===== config.mk =====
export PLATFORM = sky130hd
export DESIGN_NAME = xip_read_cache
export DESIGN_NICKNAME = d
export VERILOG_FILES = /design/src/rtl/xip_read_cache.sv
export SDC_FILE = /design/constraint.sdc
export NUM_CORES = 1
export LEC_CHECK = 0
export ABC_AREA = 0
export CAP_MARGIN = 20
export CORE_MARGIN = 1.5
export CORE_UTILIZATION = 33
export CTS_BUF_LIST = sky130_fd_sc_hd__clkbuf_2 sky130_fd_sc_hd__clkbuf_4 sky130_fd_sc_hd__clkbuf_8
export CTS_CLUSTER_SIZE = 8
export DETAILED_ROUTE_END_ITERATION = 8
export GPL_TIMING_DRIVEN = 0
export SYNTH_ARGS = -nofsm -noshare
export SYNTH_HDL_FRONTEND = slang
export SYNTH_SLANG_ARGS = --single-unit

===== constraint.sdc =====
create_clock -name clock -period 9.59 [get_ports clock]
set_input_delay 0.959 -clock clock [delete_from_list [all_inputs] [get_ports clock]]
set_output_delay 0.959 -clock clock [all_outputs]
set_load 0.005 [all_outputs]

===== src/rtl/xip_read_cache.sv =====
// Direct-mapped one-word-per-line read cache sitting in front of the SPI APB
// controller; flash-window reads are served locally, everything else is forwarded.
module xip_read_cache #(
    parameter logic [31:0] flash_addr_start = 32'h30000000,
    parameter logic [31:0] flash_addr_end   = 32'h3fffffff,
    parameter int          lines            = 8
) (
    input  logic        clock,
    input  logic        reset,
    input  logic [31:0] in_paddr,
    input  logic        in_psel,
    input  logic        in_penable,
    input  logic [2:0]  in_pprot,
    input  logic        in_pwrite,
    input  logic [31:0] in_pwdata,
    input  logic [3:0]  in_pstrb,
    output logic        in_pready,
    output logic [31:0] in_prdata,
    output logic        in_pslverr,
    output logic [31:0] out_paddr,
    output logic        out_psel,
    output logic        out_penable,
    output logic [2:0]  out_pprot,
    output logic        out_pwrite,
    output logic [31:0] out_pwdata,
    output logic [3:0]  out_pstrb,
    input  logic        out_pready,
    input  logic [31:0] out_prdata,
    input  logic        out_pslverr,
    input  logic        flush,
    output logic [31:0] hit_cnt,
    output logic [31:0] miss_cnt
);
    localparam int IDX   = $clog2(lines);
    localparam int TAG_W = 22 - IDX;

    typedef enum logic [2:0] {
        IDLE, HIT, FILL_SETUP, FILL_ACCESS, PASS_SETUP, PASS_ACCESS, RESP, ERR
    } state_t;

    state_t             state;
    logic [lines-1:0]   valid;
    logic [TAG_W-1:0]   tag_mem  [lines];
    logic [31:0]        data_mem [lines];
    logic               flush_pending;

    logic               setup;
    logic               in_window;
    logic [IDX-1:0]     lookup_idx;
    logic [TAG_W-1:0]   lookup_tag;
    logic               lookup_hit;
    logic [IDX-1:0]     fill_idx;
    logic [TAG_W-1:0]   fill_tag;
    logic               fill_done;
    logic               pass_write_done;
    logic               alloc;

    assign setup      = in_psel && !in_penable;
    assign in_window  = (in_paddr >= flash_addr_start) && (in_paddr <= flash_addr_end);
    // Bits above 23 never reach the flash, so they are left out of the tag.
    assign lookup_idx = in_paddr[IDX+1:2];
    assign lookup_tag = in_paddr[23:IDX+2];
    assign lookup_hit = valid[lookup_idx] && (tag_mem[lookup_idx] == lookup_tag);

    // During a fill out_paddr already holds the word-aligned request address.
    assign fill_idx        = out_paddr[IDX+1:2];
    assign fill_tag        = out_paddr[23:IDX+2];
    assign fill_done       = (state == FILL_ACCESS) && out_pready;
    assign pass_write_done = (state == PASS_ACCESS) && out_pready && out_pwrite;
    assign alloc           = fill_done && !out_pslverr && !flush_pending && !flush;

    always_ff @(posedge clock or negedge reset) begin
        if (!reset) begin
            state         <= IDLE;
            valid         <= '0;
            flush_pending <= 1'b0;
            hit_cnt       <= 32'd0;
            miss_cnt      <= 32'd0;
            out_psel      <= 1'b0;
            out_penable   <= 1'b0;
            out_paddr     <= 32'd0;
            out_pwdata    <= 32'd0;
            out_pwrite    <= 1'b0;
            out_pstrb     <= 4'd0;
            out_pprot     <= 3'd0;
            in_pready     <= 1'b0;
            in_pslverr    <= 1'b0;
            in_prdata     <= 32'd0;
        end else begin
            case (state)
                IDLE: begin
                    if (setup) begin
                        if (in_window && !in_pwrite) begin
                            if (lookup_hit) begin
                                state      <= HIT;
                                in_pready  <= 1'b1;
                                in_pslverr <= 1'b0;
                                in_prdata  <= data_mem[lookup_idx];
                            end else begin
                                state      <= FILL_SETUP;
                                out_psel   <= 1'b1;
                                out_paddr  <= {in_paddr[31:2], 2'b00};
                                out_pwrite <= 1'b0;
                                out_pwdata <= in_pwdata;
                                out_pstrb  <= in_pstrb;
                                out_pprot  <= in_pprot;
                            end
                        end else if (in_window) begin
                            state      <= ERR;
                            in_pready  <= 1'b1;
                            in_pslverr <= 1'b1;
                            in_prdata  <= 32'd0;
                        end else begin
                            state      <= PASS_SETUP;
                            out_psel   <= 1'b1;
                            out_paddr  <= in_paddr;
                            out_pwrite <= in_pwrite;
                            out_pwdata <= in_pwdata;
                            out_pstrb  <= in_pstrb;
                            out_pprot  <= in_pprot;
                        end
                    end
                end
                HIT: begin
                    in_pready <= 1'b0;
                    hit_cnt   <= hit_cnt + 32'd1;
                    state     <= IDLE;
                end
                FILL_SETUP, PASS_SETUP: begin
                    out_penable <= 1'b1;
                    state       <= (state == FILL_SETUP) ? FILL_ACCESS : PASS_ACCESS;
                end
                FILL_ACCESS, PASS_ACCESS: begin
                    if (out_pready) begin
                        out_psel    <= 1'b0;
                        out_penable <= 1'b0;
                        in_pready   <= 1'b1;
                        in_prdata   <= out_prdata;
                        in_pslverr  <= out_pslverr;
                        state       <= RESP;
                        if (state == FILL_ACCESS) miss_cnt <= miss_cnt + 32'd1;
                    end
                end
                RESP, ERR: begin
                    in_pready  <= 1'b0;
                    in_pslverr <= 1'b0;
                    state      <= IDLE;
                end
                default: state <= IDLE;
            endcase

            // A register write may have reprogrammed the flash, so drop everything.
            if (flush || pass_write_done) valid <= '0;
            else if (alloc)               valid[fill_idx] <= 1'b1;

            if (state == IDLE)
                flush_pending <= 1'b0;
            else if (flush && (state == FILL_SETUP || state == FILL_ACCESS))
                flush_pending <= 1'b1;
        end
    end

    always_ff @(posedge clock) begin
        if (alloc) begin
            tag_mem[fill_idx]  <= fill_tag;
            data_mem[fill_idx] <= out_prdata;
        end
    end
endmodule

After elaboration in Yosys (flattened, before gate mapping)
Memory sizes are Yosys's and may differ from the RTL's.
Index checks and enable logic that the tools add are counted.
{"block": "totals", "ram_bits": 408, "output_inout_bits": 172, "reg_bits": 184, "memories": 2, "input_bits": 111}
{"memory": "data_mem", "words": 8, "word_bits": 32, "rd": 1, "rd_clocked_by_memory_dff": 0, "write_ports": 1, "line": "44", "rtl": "logic [31:0] data_mem [lines];"}
{"memory": "tag_mem", "words": 8, "word_bits": 19, "rd": 1, "rd_clocked_by_memory_dff": 0, "write_ports": 1, "line": "43", "rtl": "logic [TAG_W-1:0] tag_mem [lines];"}
{"block": "classes", "addsub": 2, "muxes": 56, "eq_ne": 16, "n_reduce_logical": 38, "magnitude_cmp": 5, "bitwise_logic": 1}
{"op": "32-bit two-way mux", "n": 11}
{"op": "32-bit by 1-bit adder with 32-bit output, second input constant", "n": 2}
{"op": "32-bit one-hot mux with 2 select lines", "n": 1}
{"op": "32-bit by 30-bit >= comparator with 1-bit output, second input constant", "n": 1}
{"op": "32-bit by 30-bit <= comparator with 1-bit output, second input constant", "n": 1}
{"op": "1-bit two-way mux", "n": 23}
{"op": "3-bit two-way mux", "n": 7}
{"op": "5-bit AND reduction", "n": 4}
{"op": "19-bit == test", "n": 1}
{"op": "8-bit two-way mux", "n": 2}
{"op": "3-bit == test, second input constant", "n": 4}
{"op": "1-bit logical AND", "n": 12}
{"op": "4-bit two-way mux", "n": 3}
{"op": "3-bit != test, second input constant", "n": 4}
{"op": "3-bit one-hot mux with 4 select lines", "n": 1}
{"op": "3-bit by 4-bit < comparator with 1-bit output, second input constant", "n": 2}
{"op": "8-bit bitwise OR", "n": 1}
{"op": "2-bit nonzero test", "n": 4}
{"op": "3-bit by 2-bit == test with 1-bit output, second input constant", "n": 2}
{"op": "2-bit != test, second input constant", "n": 3}
{"op": "1-bit one-hot mux with 3 select lines", "n": 2}
{"op": "3-bit nonzero test", "n": 2}
{"op": "2-bit OR reduction", "n": 3}
{"op": "1-bit zero test", "n": 5}
{"op": "13 further kinds", "n": 17}

Depth between registers and ports, before layout
Gate-level depths: netlist of run 1.
{"block": "depth", "word_depth": 7, "depth_mapped": 13}

Worst setup path before layout of run 1
No wires, ideal clock.
{"block": "synth_timing", "path_type": "input to register", "start": "input out_pready", "end": "memory data_mem[0][0] (enable)", "stages": 5, "slack_ps": 3768, "setup_ps": 525, "path_buffers": 1, "t_arrival_ps": 5298, "required_time_ps": 9065, "path_cell_list": "clkbuf_1 > nand4_1 > nor4_1 > nand2b_1 > nor3_1"}
{"block": "synth_between", "elab_chain_len": 6}
{"element": "start, declared", "line": "27", "rtl": "input logic out_pready,"}
{"element": "1-bit logical AND", "line": "68", "rtl": "assign fill_done = (state == FILL_ACCESS) && out_pready;"}
{"element": "1-bit logical AND (3 in a row)", "line": "70", "rtl": "assign alloc = fill_done && !out_pslverr && !flush_pending && !flush;"}
{"element": "1-bit two-way mux", "line": "164", "rtl": "if (alloc) begin"}
{"element": "1-bit two-way mux (not written as such)", "line": "166", "rtl": "data_mem[fill_idx] <= out_prdata;"}
{"element": "end, declared", "line": "44"}
No other way between the ends.

Worst setup path after layout of run 1
{"block": "layout_timing", "start": "input in_paddr[4]", "end": "register in_prdata[3]"}
{"block": "layout_between", "elab_chain_len": 6}
{"element": "start, declared", "line": "10", "rtl": "input logic [31:0] in_paddr,"}
{"element": "32-bit by 30-bit >= comparator with 1-bit output or 32-bit by 30-bit <= comparator with 1-bit output (tied branches)", "line": "59", "rtl": "assign in_window = (in_paddr >= flash_addr_start) && (in_paddr <= flash_addr_end);"}
{"element": "1-bit logical AND", "line": "59"}
{"element": "1-bit logical AND", "line": "93", "rtl": "if (in_window && !in_pwrite) begin"}
{"element": "32-bit two-way mux", "line": "93"}
{"element": "32-bit two-way mux", "line": "92", "rtl": "if (setup) begin"}
{"element": "32-bit one-hot mux with 2 select lines", "line": "90", "rtl": "case (state)"}
{"element": "end signal, assigned", "line": "98", "rtl": "in_prdata <= data_mem[lookup_idx];"}
{"element": "end signal, assigned", "line": "138", "rtl": "in_prdata <= out_prdata;"}
{"element": "end, declared", "line": "18", "rtl": "output logic [31:0] in_prdata,"}
Several ways; a longest one is shown, not always the timed one. The select of a mux whose other input is x is not followed.
A chain may end at the register's enable or synchronous reset.

==> results of run 1 <==
-- worst paths after layout --
path	start	to	slack (ns)	cells past startpoint
max	in_paddr[4]	in_prdata[3]$_DFFE_PN0P_	5.26	11
min in group clock	miss_cnt[31]$_DFFE_PN0P_	miss_cnt[31]$_DFFE_PN0P_	0.47	1
max in group asynchronous	reset	out_paddr[13]$_DFFE_PN0P_	8.30	2
max reg2reg	state[2]$_DFFE_PN0P_	data_mem[1][4]$_DFFE_PP_	6.13	9
min	reset	hit_cnt[31]$_DFFE_PN0P_	0.27	1
min reg2reg	miss_cnt[31]$_DFFE_PN0P_	miss_cnt[31]$_DFFE_PN0P_	0.47	1
-- state kept, by name (all words and copies together) (netlist names) --
register       flops
out_pwrite         1
out_paddr         32
in_prdata         32
out_psel           1
hit_cnt           32
out_pprot          3
data_mem         256
in_pslverr         1
state              3
out_pwdata        32
out_penable        1
out_pstrb          4
tag_mem          152
flush_pending      1
miss_cnt          32
valid              8
in_pready          1
-- cell families after synthesis --
logic type	after synthesis
flip-flops	592
buffers and inverters	67
AND/OR/NAND/NOR	211
adder cells (fa/ha/maj)	2
multiplexers	266
AO/OA/AOI/OAI	90
XOR/XNOR	77
-- synth_stat cells (all sizes together), types with 3 or more instances --
library cell | instances | area [µm²]
buf | 43 | 310
nor2 | 42 | 158
o21a | 10 | 75.1
a21o | 4 | 30.0
a22oi | 9 | 67.6
a21oi | 7 | 46.3
clkbuf | 12 | 45.0
nand4 | 11 | 68.8
inv | 12 | 45.0
mux2i | 75 | 751
and2 | 3 | 18.8
dfrtp | 184 | 4600
and3 | 15 | 93.8
nand3 | 31 | 155
a22o | 4 | 35.0
nand2 | 74 | 278
mux2 | 101 | 1440
nor4 | 5 | 46.3
edfxtp | 408 | 12300
mux4 | 90 | 2070
xor2 | 24 | 210
nand2b | 6 | 37.5
and4 | 5 | 43.8
o21ai | 40 | 200
nor3 | 6 | 30.0
xnor2 | 53 | 464
-- worst max-delay path: stages --
cell	delay (ns)
clkdlybuf4s50_1	0.57
buf_2	0.32
buf_2	0.47
mux4_2	0.40
mux2i_1	0.18
xor2_1	0.33
nand3_1	0.19
nor4_4	0.55
a31oi_4	0.32
buf_6	0.28
mux2_4	0.30
-- per-layer routing --
metal,routed length [µm],part of all wire [%],vias up,GRT usage (%)
met5,0,0,-,0
met4,1510,2.6,0,6.24
met3,2780,4.7,88,2.95
met2,30300,52,316,27.4
met1,23900,41,6852,19.5
li1,-,-,5889,-
-- cells in the final DEF, fill, tap and decap left out, drive strengths merged, types with 4 or more instances in the layout --
cell type      netlist  layout
edfxtp             408     408
a22oi                9       9
and3                15      15
o21ai               40      40
nand2               74      74
dfrtp              184     184
mux2i               75      75
nor4                 5       5
buf                 43      70
mux2               101     101
nand2b               6       6
xor2                24      24
clkbuf              12     173
nor3                 6       6
mux4                90      90
inv                 12      13
a21oi                7       7
and4                 5       5
nand3               31      31
xnor2               53      53
o21a                10      10
clkinv               0      13
a21o                 4       4
diode                0       5
nor2                42      42
a22o                 4       4
nand4               11      11
clkdlybuf4s50        0     278
-- stage by stage --
stage                     TNS, ns  std cells  setup WS, ns  hold slack [ns]  instance area, µm²
after global placement    -237.09       2534         -1.03            0.461               27800
final                           0       2744          5.26            0.271               30500
after CTS                       0       2739          5.20            0.231               30500
after detailed placement        0       2560          4.45            0.462               28300
after global routing            0       2744          5.09            0.275               30500
after floorplan                 0       1305          3.77            0.456               23900
-- power breakdown --
part / switching (mW) / leakage (nW) / internal [mW]
registers: 0.236 / 6.07 / 3.08
logic: 0.592 / 4.09 / 0.883
clock network: 1.00 / 1.14 / 1.36
total: 1.83 / 11.3 / 5.32
-- final cells by class --
cell class / count / area, µm²
Antenna cell: 5 / 12.5
Buffer: 55 / 355
Clock buffer: 161 / 1940
Clock inverter: 18 / 186
Fill cell: 6343 / 41000
Inverter: 12 / 45.0
Multi-Input combinational cell: 646 / 6660
Sequential cell: 592 / 16900
Tap cell: 950 / 1190
Timing Repair Buffer: 305 / 3220
==> impl_results.md, run 1 <==
* Status: complete, no violations
* Post-synth ARST share at 31.1%
* Routed vias/inst at between 4 and 5
* Clock-pin slew on the worst setup and hold paths at 0.06 ns
* # DRC at 0
* Max Clock Skew at around 0.026 ns
* Synth unique cells at 58
* Avg Cell Area, Syn at 18.3 µm²
* Vias in the first global route at between 10000 and 15000
* CP Launch Type: input pin
* Post-synthesis simple-gate area fraction at 4.31%
* Yosys warns at 0
* Largest family of logic cells by synthesized area: multiplexers
* Hold Fails Final Rpt at 0
* Required time of the critical path at a little over 10 ns
* Actual slew at the worst max-slew pin at 0.999 ns
* Setup crit end kind: register
* Area delta synth->final at 27.7%
* Clock Latency Late Sink at 0.69 ns
* Arr. time, crit path at approximately 5 ns
* Layout cells sized above 1 at 23.4%
* Initial Utilization at 33.4%
* Global route total overflow at 0
* Setup CP Type: input pin to register
* Clk buf depth at 3
* Compound-cell area share of the yosys netlist at approximately 2.6%
* Register area share after synthesis at a little over two thirds
* CTS tree: done
* Initial DRC count at 935
* RSZ-0062 raised after global routing: false
* RePlAce Congestion at 0.790
* Port buffer count at 279
* Number of antenna violations at the first check in global routing at 5
* CTS-repair resized insts at 0
* Post-Syn Area at 23900 µm²
* Setup violators final at 0
* Final min period at 4.33 ns
* Die area at 73900 µm²
* Wire length per cell at 21.3 µm
* Max VDD drop at 174 µV
* Pwr Total at about 7.1 mW
* Wire length of the first global-routing pass at 87400 µm
* Worst hold path class: input pin to async pin
* Die Y-Extent at 272 µm
* Slew HR at 33.0%
* Boundary Pins at ~280
* Crit Path Max Fanout at 10
* Gate Count Post-Synth at 1305
* Rows at between 90 and 100
* Synth Area in XOR/XNOR at under 10%
* Largest net degree at the start of global routing at 110
* Final Cycle Share at 45.2%
* Power per Cell Area at about 230 nW/µm²
* Pins Over Slew Limit at 0
* Yosys reg bits at 592
* CTS Buf Count at 99
* Post-layout net count at 1824
* Pleak at 11.3 nW
* EDFF count, synth at 408
* Vias at 13145
* Syn_nets at 1418
* Peak Freq at ~230 MHz
* Drt first pass iters at 5
* Core area at 71500 µm²
* Hpwl dp at ~39000 µm
* Multiplexer share of the synthesized area at 17.8%
* Final WL at 58600 µm
* Die X at 272 µm
* Remaining antenna violation count at 0
* Ys flop type: edfxtp_1
* CTS Hold Bufs at 0
* # clock sinks at 592
* Post-CTS Setup Repair Bufs at 0
* Global Route Usage Sum at 15.8%
* Root Buffer Master: clkbuf_8
* H-tree depth at 3
* Number of max-cap violations at 0
* Post-synthesis adder-cell area fraction at 0.105%
* Final core utilization at 42.6%
No activity file was read; power rests on OpenSTA's default activity.
==> run 2: changes to the inputs <==
==> constraint.sdc (replaced) <==
create_clock -name clock -period 3.8 [get_ports clock]
set_input_delay 0.38 -clock clock [delete_from_list [all_inputs] [get_ports clock]]
set_output_delay 0.38 -clock clock [all_outputs]
set_load 0.005 [all_outputs]
==> run 2 against run 1 <==
  * First-iteration DRC count down 4.7%
  * Sequential power rose to 2.5 times the previous value
  * Design area fell by 0.14%
  * Worst hold slack lost 0.14 ns
  * Flip-flop and latch count unchanged
  * Combinational power grew to 2.5 times the previous value
  * Utilization shrank 0.060 points
  * Clock skew up 0.013 ns
  * Clock power rose by 140%
  * Global-route usage barely moved
==> impl_results.md, run 2 (synthesis results as in run 1) <==
* Boundary Pins at 283
* Setup TNS at 0 ns
* Remaining antenna violation count at 0
* Most frequent cells in the layout: 408 x edfxtp_1, 278 x clkdlybuf4s50_1, 184 x dfrtp_1, 107 x clkbuf_8, 80 x mux2_4
* Register area at 16900 µm²
* Uppermost layer routed: met4
* Actual slew at the worst max-slew pin at 0.968 ns
* Number of max-cap violations at 0
* Most common cell after layout, fill and taps aside: edfxtp_1
* Initial Utilization at between 30% and 40%
* Clock Latency Late Sink at 0.70 ns
* RePlAce Congestion at 0.794
* Hold Fails Final Rpt at 0
* Clk buf depth at 3
* Drt first pass iters at 5
* Power per Cell Area at 583 nW/µm²
* Pins Over Slew Limit at 0
* Pleak at ~11 nW
* Layout cells sized above 1 at 22.7%
* Wire length of the first global-routing pass at roughly 87000 µm
* Initial DRC count at a little under 900
* Number of antenna violations at the first check in global routing at 5
* Required time of the critical path at 4.37 ns
* Die Y-Extent at 272 µm
* Worst hold path class: input pin to register
* CTS Buf Count at ~100
* Final Cycle Share at ~95%
* Vias in the first global route at 13821
* Max VDD drop at ~340 µV
* Crit Path Max Fanout at 10
* Largest register FFs at 256
* Slew HR at between 30% and 40%
* Placed inst area at 28400 µm²
* Status: complete, no violations
* Core area at 71500 µm²
* Root Buffer Master: clkbuf_8
* Rows at 98
* Final WL at between 50000 and 60000 µm
* Arr. time, crit path at 4.17 ns
* Setup CP Type: input pin to register
* Biggest regs: data_mem: 256 flops, tag_mem: 152 flops
* Met2 WL at 30100 µm
* Area of the multi-input gates at 6670 µm²
* Global route total overflow at 0
* Routed wl met3 at around 2800 µm
* Vias at about 13000
* Clock-pin slew on the worst setup and hold paths at 0.06 ns
* Global Route Usage Sum at 15.8%
* Setup crit end kind: register
* CTS tree: done
* RSZ-0062 raised after global routing: false
* M1 WL at about 24000 µm
* Largest register by flop count: data_mem
* H-tree depth at 3
* Setup violators final at 0
* Hpwl dp at 39000 µm
* Hold Path Depth at 3
* Area delta synth->final at 27.5%
* Wire length per cell at roughly 21 µm
* Die X at 272 µm
* # DRC at 0
* Post-layout net count at 1822
* Fill count at 6313
* Max Clock Skew at 0.0387 ns
* Die area at 73900 µm²
* Largest net degree at the start of global routing at 103
* Fin area at 30400 µm²
* Final min period at 3.61 ns
* # clock sinks at 592
* Placed insts at 2555
* CP Launch Type: input pin
* Peak Freq at 277 MHz
* Worst reg-to-reg path cell count at 9
* Final Non-Filler Cells at 2745
* Port buffer count at 279
* Routed vias/inst at 4.76
## run 2: changes by cell type in the layout (fill, tap and decap cells not counted), sizes merged
cell,delta
clkbuf,-10
bufinv,-2
dlygate4sd3,+1
clkinvlp,+2
diode,-1
clkinv,+17
buf,-6
## run 2: metal layers
metal	vias up	global-route usage [%]
met2	307	27.4
met1	6758	19.4
li1	5899	-
met4	0	6.11
met5	-	0
met3	99	3.09
## run 2: cell type report
cell class | count | area share, %
Tap cell | 950 | 3.91
Timing Repair Buffer | 301 | 10.8
Multi-Input combinational cell | 646 | 21.9
Inverter | 12 | 0.148
Buffer | 55 | 1.18
Clock inverter | 35 | 0.662
Sequential cell | 592 | 55.4
Clock buffer | 150 | 5.90
Antenna cell | 4 | 0.0329
## run 2: final timing paths
kind                                           from                        end  slack [ns]
max in group asynchronous                     reset  in_prdata[29]$_DFFE_PN0P_        2.51
min                                      out_pready       out_psel$_DFFE_PN0P_        0.13
max                                     in_paddr[4]   in_prdata[2]$_DFFE_PN0P_        0.19
min reg2reg                miss_cnt[31]$_DFFE_PN0P_   miss_cnt[31]$_DFFE_PN0P_        0.47
min in group asynchronous                     reset    hit_cnt[30]$_DFFE_PN0P_        0.33
max reg2reg                 tag_mem[1][7]$_DFFE_PP_   in_prdata[2]$_DFFE_PN0P_        0.54
## run 2: repair_timing
item | CTS | global route
resized for setup | 0 | 1
setup endpoints to repair | 0 | 30
hold buffers | 1 | 0
endpoints found under the hold margin | 101 | 0
setup buffers | 0 | 0
## run 2: per-stage QoR
| stage | total power, mW | setup WS (ns) | utilization [%] | hold WS (ns) |
|---|---|---|---|---|
| detailed placement | 12.3 | -0.670 | 39.7 | 0.469 |
| global placement | 12.1 | -6.08 | 39.0 | 0.462 |
| floorplan | 10.2 | -0.0571 | - | 0.0844 |
| finish | 17.7 | 0.190 | 42.6 | 0.131 |
| global route | 18.6 | 0.0409 | 42.6 | 0.125 |
| CTS | 18.0 | 0.0484 | 42.5 | 0.0541 |
## run 2: power by group
| part | internal, mW | switching (mW) |
|---|---|---|
| Clock | 3.09 | 2.55 |
| Combinational | 2.23 | 1.48 |
| Sequential | 7.77 | 0.613 |
## run 2: worst max-delay path: stages
cell and delay [ns]:
clkdlybuf4s50_1 0.57, buf_2 0.33, clkbuf_4 0.39, mux4_2 0.36, mux2i_1 0.20, xor2_1 0.32, nand3_1 0.19, nor4_4 0.52
a31oi_4 0.32, buf_6 0.28, mux2_4 0.30
==> run 3: changes to the inputs <==
--- a/config.mk
+++ b/config.mk
@@ -13,6 +13,8 @@
 export CTS_CLUSTER_SIZE = 8
 export DETAILED_ROUTE_END_ITERATION = 8
 export GPL_TIMING_DRIVEN = 0
+export MAX_ROUTING_LAYER = met4
+export SLEW_MARGIN = 20
 export SYNTH_ARGS = -nofsm -noshare
 export SYNTH_HDL_FRONTEND = slang
 export SYNTH_SLANG_ARGS = --single-unit
==> run 3 against run 2 <==
  * Worst hold slack gained 0.011 ns
  * Final cell count grew 0.11%
  * First-iteration DRC count grew 7.0%
  * Combinational power is essentially flat
  * Clock power grew 7.1%
  * Die area is the same
  * Clock skew grew 0.00051 ns
  * Global-route usage grew 0.49 points
  * Sequential share of layout area shrank 0.63 points
  * Sequential power is essentially flat
  * Maximum frequency grew 2.0%
  * Critical path depth is the same
==> impl_results.md, run 3 (synthesis results as in run 1) <==
* Final Cycle Share at slightly above 90%
* Uppermost layer routed: met4
* Final min period at about 3.5 ns
* Rows at roughly 100
* Status: complete, no violations
* Root Buffer Master: clkbuf_8
* Biggest regs: data_mem: 256 flops, tag_mem: 152 flops
* Internal at 13.5 mW
* Arr. time, crit path at 4.10 ns
* Clock power frac at 33.3%
* Actual slew at the worst max-slew pin at roughly 0.93 ns
* Routed vias/inst at 4.77
* Die Y-Extent at 272 µm
* CTS tree: done
* Global Route Usage Sum at 16.3%
* Setup slack after layout at 0.261 ns
* Final WL at 58300 µm
* Largest net degree at the start of global routing at 84
* Hpwl dp at 39400 µm
* Max VDD drop at approximately 380 µV
* Core area at 71500 µm²
* Routed wl met3 at 2650 µm
* Worst hold path class: input pin to async pin
* Vias in the first global route at 13955
* Setup TNS at 0 ns
* # DRC at 0
* Largest register by flop count: data_mem
* Post-layout net count at roughly 1800
* Number of max-cap violations at 0
* H-tree depth at 3
* Largest register FFs at 256
* CP Cell Sequence: clkdlybuf4s50_1 -> buf_2 -> clkbuf_4 -> mux4_2 -> mux2i_1 -> xor2_1 -> nand3_1 -> nor4_4 -> a31oi_4 -> buf_6 -> mux2_4
* Vias at 13120
* CTS Buf Count at 98
* Remaining antenna violation count at 0
* CP delay by family, top: buffers and inverters
* Bufs and invs on worst path at 4
* Peak Freq at 283 MHz
* Most common cell after layout, fill and taps aside: edfxtp_1
* Wire length of the first global-routing pass at 87300 µm
* Met2 WL at around 30000 µm
* Clk buf depth at 3
* Sw Ratio at approximately a quarter
* Pins Over Slew Limit at 0
* Initial DRC count at 953
* Psw at 4.62 mW
* Most frequent cells in the layout: 408 x edfxtp_1, 278 x clkdlybuf4s50_1, 184 x dfrtp_1, 121 x clkbuf_8, 80 x mux2_4
* Slowest-stage cell, CP: clkdlybuf4s50_1
* RePlAce Congestion at 0.806
* Required time of the critical path at 4.36 ns
* Number of antenna violations at the first check in global routing at 2
* Clock Latency Late Sink at 0.70 ns
* Pre-CTS WS at -0.683 ns
* Initial Utilization at 33.4%
* Clock-pin slew on the worst setup and hold paths at 0.06 ns
* Area delta synth->final at 29.0%
* Setup violators final at 0
* # clock sinks at between 500 and 600
* Crit-path max cell delay at 0.56 ns
* Slew HR at 37.7%
* Setup crit end kind: register
* Drt first pass iters at 5
* Die area at ~74000 µm²
* RSZ-0062 raised after global routing: false
* Seq pwr share at 46.2%
* Fill count at 6267
* Hold Fails Final Rpt at 0
* Power per Cell Area at 590 nW/µm²
* Setup CP Type: input pin to register
* Die X at ~270 µm
* Global route total overflow at 0
* Combinational Power Share at 20.5%
* CP Launch Type: input pin
* Layout cells sized above 1 at between 20% and 30%
* Crit Path Max Fanout at 10
* Max Clock Skew at between 0.03 and 0.04 ns
* Port buffer count at 279
* Wire length per cell at 21.2 µm
* Pleak at between 10 and 15 nW
* M1 WL at 23800 µm
* Boundary Pins at ~280
[run 3: changes by cell type in the layout (fill, tap and decap cells not counted), moves of 3 or more]
| cell | before | now |
|---|---|---|
| buf_8 | 3 | 8 |
| buf_12 | 10 | 4 |
| clkbuf_4 | 44 | 47 |
| buf_6 | 15 | 18 |
| clkbuf_8 | 107 | 121 |
| clkinv_2 | 12 | 3 |
| buf_16 | 10 | 17 |
| clkinv_1 | 17 | 5 |
[run 3: layout make-up]
type / instances / area (µm²) / area share, %
antenna: 2 / 5.00 / 0.0163
buffer: 55 / 358 / 1.16
clock buffer: 167 / 2010 / 6.53
clock inverter: 14 / 159 / 0.516
inverter: 12 / 45.0 / 0.146
multi-input combinational: 646 / 6670 / 21.7
sequential: 592 / 16900 / 54.8
tap: 950 / 1190 / 3.86
timing repair buffer: 310 / 3480 / 11.3
[run 3: timing repair]
action / 4_1_cts / 5_1_grt
endpoints found under the hold margin: 184 / 0
setup buffers: 0 / 0
endpoints found under the setup margin: 0 / 28
gates resized for setup: 0 / 1
hold buffers: 1 / 0
[run 3: worst paths after layout]
path,startpoint,to,slack [ns],cells after the start
worst min-delay path,reset,hit_cnt[30]$_DFFE_PN0P_,0.14,2
worst max register to register,tag_mem[1][7]$_DFFE_PP_,in_prdata[2]$_DFFE_PN0P_,0.58,9
worst min register to register,miss_cnt[31]$_DFFE_PN0P_,miss_cnt[31]$_DFFE_PN0P_,0.48,1
worst max-delay path,in_paddr[4],in_prdata[2]$_DFFE_PN0P_,0.26,11
min in group clock,out_pready,out_psel$_DFFE_PN0P_,0.15,3
max in group asynchronous,reset,in_prdata[15]$_DFFE_PN0P_,2.85,3
[run 3: per-stage QoR]
| stage | cells | hold WS [ns] | util, % | instance area (µm²) | power (mW) |
|---|---|---|---|---|---|
| 2_1_floorplan | 1305 | 0.0844 | - | 23900 | 10.2 |
| 3_3_place_gp | 2534 | 0.462 | 39.0 | 27800 | 12.1 |
| 3_5_place_dp | 2563 | 0.261 | 40.0 | 28600 | 12.3 |
| 4_1_cts | 2745 | 0.0583 | 43.0 | 30800 | 18.4 |
| 5_1_grt | 2748 | 0.122 | 43.0 | 30800 | 19.0 |
| 6_report | 2748 | 0.141 | 43.0 | 30800 | 18.1 |
[run 3: power by group through the flow]
stage	registers [mW]	clock network [mW]	logic, mW
floorplan	8.39	0	1.77
global placement	8.44	0	3.68
detailed placement	8.50	0	3.77
CTS	8.39	6.25	3.79
global route	8.49	6.53	4.00
finish	8.38	6.04	3.72
[run 3: routing by layer]
layer / GRT usage, % / vias to the layer above
met1: 19.4 / 6801
met5: - / -
met3: 2.95 / 92
met2: 27.8 / 314
met4: 5.54 / 0
li1: - / 5913
